--- src/rtl/alu_operand_stage.sv ---
// rtl/alu_operand_stage.sv - operand capture/conditioning FIFO ahead of the ALU adder; optional zero-latency path under ALU_STAGE_BYPASS_EN
module alu_operand_stage #(
    parameter int WIDTH = 4,
    parameter int OPW   = 3,
    parameter int DEPTH = 2
) (
    input  logic             clk,
    input  logic             rst,
    input  logic             in_valid,
    output logic             in_ready,
    input  logic [WIDTH-1:0] in_a,
    input  logic [WIDTH-1:0] in_b,
    input  logic [OPW-1:0]   in_op,
    output logic             out_valid,
    input  logic             out_ready,
    output logic [WIDTH-1:0] out_a,
    output logic [WIDTH-1:0] out_b,
    output logic             out_cin,
    output logic [OPW-1:0]   out_op
);

    localparam int PTRW = (DEPTH > 1) ? $clog2(DEPTH) : 1;
    localparam int CNTW = PTRW + 1;
    localparam logic [OPW-1:0]  OP_SUB   = OPW'(1);
    localparam logic [CNTW-1:0] FULL_CNT = CNTW'(DEPTH);

    logic [WIDTH-1:0] a_mem_q   [DEPTH];
    logic [WIDTH-1:0] b_mem_q   [DEPTH];
    logic             cin_mem_q [DEPTH];
    logic [OPW-1:0]   op_mem_q  [DEPTH];

    logic [PTRW-1:0] wr_ptr_q, wr_ptr_d;
    logic [PTRW-1:0] rd_ptr_q, rd_ptr_d;
    logic [CNTW-1:0] count_q, count_d;

    logic [WIDTH-1:0] cond_b;
    logic             cond_cin;
    logic             empty;
    logic             bypass_act;
    logic             push;
    logic             pop;

    // Subtract is turned into A + ~B + 1 before the operands are stored
    assign cond_cin = (in_op == OP_SUB);
    assign cond_b   = cond_cin ? ~in_b : in_b;

    assign empty    = (count_q == '0);
    assign in_ready = (count_q != FULL_CNT);

`ifdef ALU_STAGE_BYPASS_EN
    assign bypass_act = empty & in_valid;
`else
    assign bypass_act = 1'b0;
`endif

    // A bypassed transaction taken by the ALU in the same cycle is never stored
    assign push      = in_valid & in_ready & ~(bypass_act & out_ready);
    assign pop       = ~empty & out_ready;
    assign out_valid = ~empty | bypass_act;

    // Present the head entry; zeros when nothing is buffered and no bypass
    always_comb begin
        out_a   = '0;
        out_b   = '0;
        out_cin = 1'b0;
        out_op  = '0;
        if (!empty) begin
            out_a   = a_mem_q[rd_ptr_q];
            out_b   = b_mem_q[rd_ptr_q];
            out_cin = cin_mem_q[rd_ptr_q];
            out_op  = op_mem_q[rd_ptr_q];
        end else if (bypass_act) begin
            out_a   = in_a;
            out_b   = cond_b;
            out_cin = cond_cin;
            out_op  = in_op;
        end
    end

    // Pointer and occupancy next-state; pointers wrap naturally at DEPTH
    always_comb begin
        wr_ptr_d = wr_ptr_q;
        rd_ptr_d = rd_ptr_q;
        count_d  = count_q;
        if (push) begin
            wr_ptr_d = wr_ptr_q + PTRW'(1);
        end
        if (pop) begin
            rd_ptr_d = rd_ptr_q + PTRW'(1);
        end
        case ({push, pop})
            2'b10:   count_d = count_q + CNTW'(1);
            2'b01:   count_d = count_q - CNTW'(1);
            default: count_d = count_q;
        endcase
    end

    // Control state register with synchronous reset
    always_ff @(posedge clk) begin
        if (rst) begin
            wr_ptr_q <= '0;
            rd_ptr_q <= '0;
            count_q  <= '0;
        end else begin
            wr_ptr_q <= wr_ptr_d;
            rd_ptr_q <= rd_ptr_d;
            count_q  <= count_d;
        end
    end

    // Entry storage; contents are only visible while counted, so no reset
    always_ff @(posedge clk) begin
        if (push) begin
            a_mem_q[wr_ptr_q]   <= in_a;
            b_mem_q[wr_ptr_q]   <= cond_b;
            cin_mem_q[wr_ptr_q] <= cond_cin;
            op_mem_q[wr_ptr_q]  <= in_op;
        end
    end

endmodule

--- config.mk ---
export PLATFORM = sky130hd
export DESIGN_NAME = alu_operand_stage
export DESIGN_NICKNAME = d
export VERILOG_FILES = /design/src/rtl/alu_operand_stage.sv
export SDC_FILE = /design/constraint.sdc
export NUM_CORES = 1
export LEC_CHECK = 0
export CAP_MARGIN = 40
export CORE_UTILIZATION = 30
export CTS_CLUSTER_SIZE = 30
export DETAILED_ROUTE_END_ITERATION = 16
export MAX_ROUTING_LAYER = met4
export PLACE_DENSITY_LB_ADDON = 0.05
export SLEW_MARGIN = 5
export SYNTH_ARGS = -nofsm -noshare
export SYNTH_HDL_FRONTEND = slang
export SYNTH_SLANG_ARGS = --single-unit
--- constraint.sdc ---
create_clock -name clk -period 2.1 [get_ports clk]
set_input_delay 0.42 -clock clk [delete_from_list [all_inputs] [get_ports clk]]
set_output_delay 0.42 -clock clk [all_outputs]
set_load 0.02 [all_outputs]
==> results.txt <==
Status = finished, final reports clean
Worst Hold Class = reg -> reg
Clk buf depth = 2
H-tree depth = 2
CTS buffer count = 5
Max Freq = 492 MHz
Cells after Synth = 81
Unrepaired setup endpoints after global routing = false
Initial antenna violation count = 0
Share of the synthesized area in the top cell type = 0.617
Yosys reg bits = 29
Ports = 29
Row count = 22
Register share of total power = 0.354
Sw power = 0.000753 W
Clk root buf = clkbuf_8
GR Overflow Total = 0
Top post-synthesis cells by area = edfxtp_1, mux2i_1, dfxtp_1, nor2_1, xor2_1
Clock power frac = 0.192
RePlAce Congestion = 0.706
Antenna viol nets, final = 0
Worst EP arrival = 1610 ps
CP Max Fanout = 12
Total wire length = 2080 um
Placement Setup Slack = 131 ps
Final #Nets = 137
Filler instances = 359
CTS tree = done
N_diodes = 0
Die width = 64.4 um
Die height = 64.4 um
Layout cells sized above 1 = 0.139
Multi-input gate area = 334 um^2
Crit path required time = 1680 ps
Fin util = 0.456
Per-cell routed wire length = 12.2 um
Synth area leader = edfxtp_1
Clock-pin slew on the worst setup and hold paths = 60 ps
Mean Syn Cell Area = 14.4 um^2
Setup crit start kind = flop
Final Skew = 5.06 ps
# DRC = 0
Post-synthesis cell type count = 18
Post-DP HPWL = 1400 um
Die Footprint = 4150 um^2
Max-Cap Viols = 0
Final TNS setup = 0 ps
Post-DR vias/cell = 4.32
Starting Density = 0.317
Final setup margin = 68.1 ps
1st-iter DRT viols = 22
Fin crit period = 2030 ps
LEAKAGE = 0.691 nW
Final Hold Viols = 0
Syn_nets = 97
Clk_lat worst skew = 270 ps
Worst-margin pin slew = 310 ps
Number of global-route vias before repair = 729
Clock sinks = 29
First-pass GRT wire length = 3320 um
Crit share post-route = 0.968
Synthesis Warnings = 0
DRT Pass-1 Iters = 4
GRT Util Overall = 0.116
Core area = 3690 um^2
Fin. max-slew vios = 0
Pwr dens = 1310 nW/um^2
Pin count of the biggest net entering global routing = 13
Via count = 735
Int Pwr = 0.00146 W
Area Overhead vs Synth = 43.9%
Logic pwr share = 0.453
CP endpoint kind = primary output
Register Area = 821 um^2
Finish-stage setup viols = 0
Peak supply drop = 0.493 mV
Netlist Area Pre-Place = 1170 um^2
Port bufs = 28
Seq/Total Area, Yosys = 0.702
Crit path kind = reg -> out
Sw Share = 0.341
Relative slew slack = 0.791
[layout by cell type, fill, tap and decap left out, drive strengths merged, types with 2 or more instances in the layout]
| cell | netlist | routed |
|---|---|---|
| clkbuf | 0 | 6 |
| o21ai | 2 | 2 |
| clkdlybuf4s50 | 0 | 22 |
| inv | 3 | 3 |
| dlymetal6s2s | 0 | 6 |
| edfxtp | 24 | 24 |
| nor2 | 16 | 16 |
| xor2 | 6 | 6 |
| a21oi | 2 | 2 |
| dfxtp | 5 | 5 |
| clkinv | 0 | 2 |
| mux2i | 12 | 12 |
| buf | 2 | 7 |
[power groups by stage]
stage | registers [W] | logic (W) | clock network (W)
finish | 0.000783 | 0.00100 | 0.000425
floorplan | 0.000790 | 0.000536 | 0
CTS | 0.000784 | 0.00104 | 0.000449
global route | 0.000792 | 0.00109 | 0.000479
global placement | 0.000781 | 0.00100 | 0
detailed placement | 0.000785 | 0.00102 | 0
[sequential cells by signal, summed over array words and instances, names as in the netlist, named ones only]
signal,flops
rd_ptr_q,1
a_mem_q,8
cin_mem_q,2
op_mem_q,6
count_q,2
b_mem_q,8
wr_ptr_q,1
[stage by stage]
| step | instance area (um^2) | total power, W | hold slack, ps | instances |
|---|---|---|---|---|
| finish | 1680 | 0.00221 | 515 | 170 |
| global route | 1680 | 0.00236 | 566 | 170 |
| CTS | 1670 | 0.00227 | 521 | 170 |
| detailed placement | 1580 | 0.00181 | 500 | 162 |
| global placement | 1570 | 0.00178 | 502 | 161 |
| floorplan | 1170 | 0.00133 | 472 | 81 |
[final cells by class]
| cell class | count | share of cell area |
|---|---|---|
| Tap cell | 48 | 0.0357 |
| Inverter | 3 | 0.00670 |
| Multi-Input combinational cell | 47 | 0.199 |
| Clock buffer | 6 | 0.0432 |
| Timing Repair Buffer | 35 | 0.222 |
| Sequential cell | 29 | 0.488 |
| Clock inverter | 2 | 0.00595 |
[metal layers]
layer,track usage,wire length [um],up-vias,share of wire
li1,-,-,365,-
met1,0.133,948,343,0.46
met2,0.175,967,23,0.47
met3,0.0546,130,4,0.063
met4,0.0500,32,0,0.015
met5,-,0,-,0
[cell families (layout without fill, tap and decap cells)]
family	Yosys count	after routing	synth area share
compound gates	5	5	0.0257
xor+xnor	7	7	0.0525
fa+ha+maj	1	1	0.0107
buf+inv	5	46	0.0182
flops	29	29	0.702
mux	12	12	0.103
simple gates	22	22	0.0878
[repair_timing]
item,4_1_cts,5_1_grt
setup buffers,0,0
hold buffers,0,0
resized for setup,2,6
endpoints found under the setup margin,8,6
[final timing paths]
check / startpoint / to / slack [ps] / cells after the start
max: flop / out_cin / 70 / 4
min: rd_ptr_q$_SDFFE_PP0P_ / rd_ptr_q$_SDFFE_PP0P_ / 510 / 2
max reg2reg: count_q[0]$_SDFFE_PP0P_ / count_q[1]$_SDFFE_PP0P_ / 320 / 6
min reg2reg: rd_ptr_q$_SDFFE_PP0P_ / rd_ptr_q$_SDFFE_PP0P_ / 510 / 2
[critical path: stages, from the launching register on]
cell             delay, ps
dfxtp_1                360
buf_12                 160
mux2i_1                 90
nor2_1                 100
clkdlybuf4s50_1        610
[synth_stat cells, drive strengths merged]
cell type	count
dfxtp	5
nor2	16
or3	1
nand2b	1
a21oi	2
nor3b	1
buf	2
inv	3
xnor2	1
a21bo	1
nand3b	1
ha	1
xor2	6
edfxtp	24
and3	1
o21ai	2
nand2	1
mux2i	12
No activity file was read; power rests on OpenSTA's default activity.
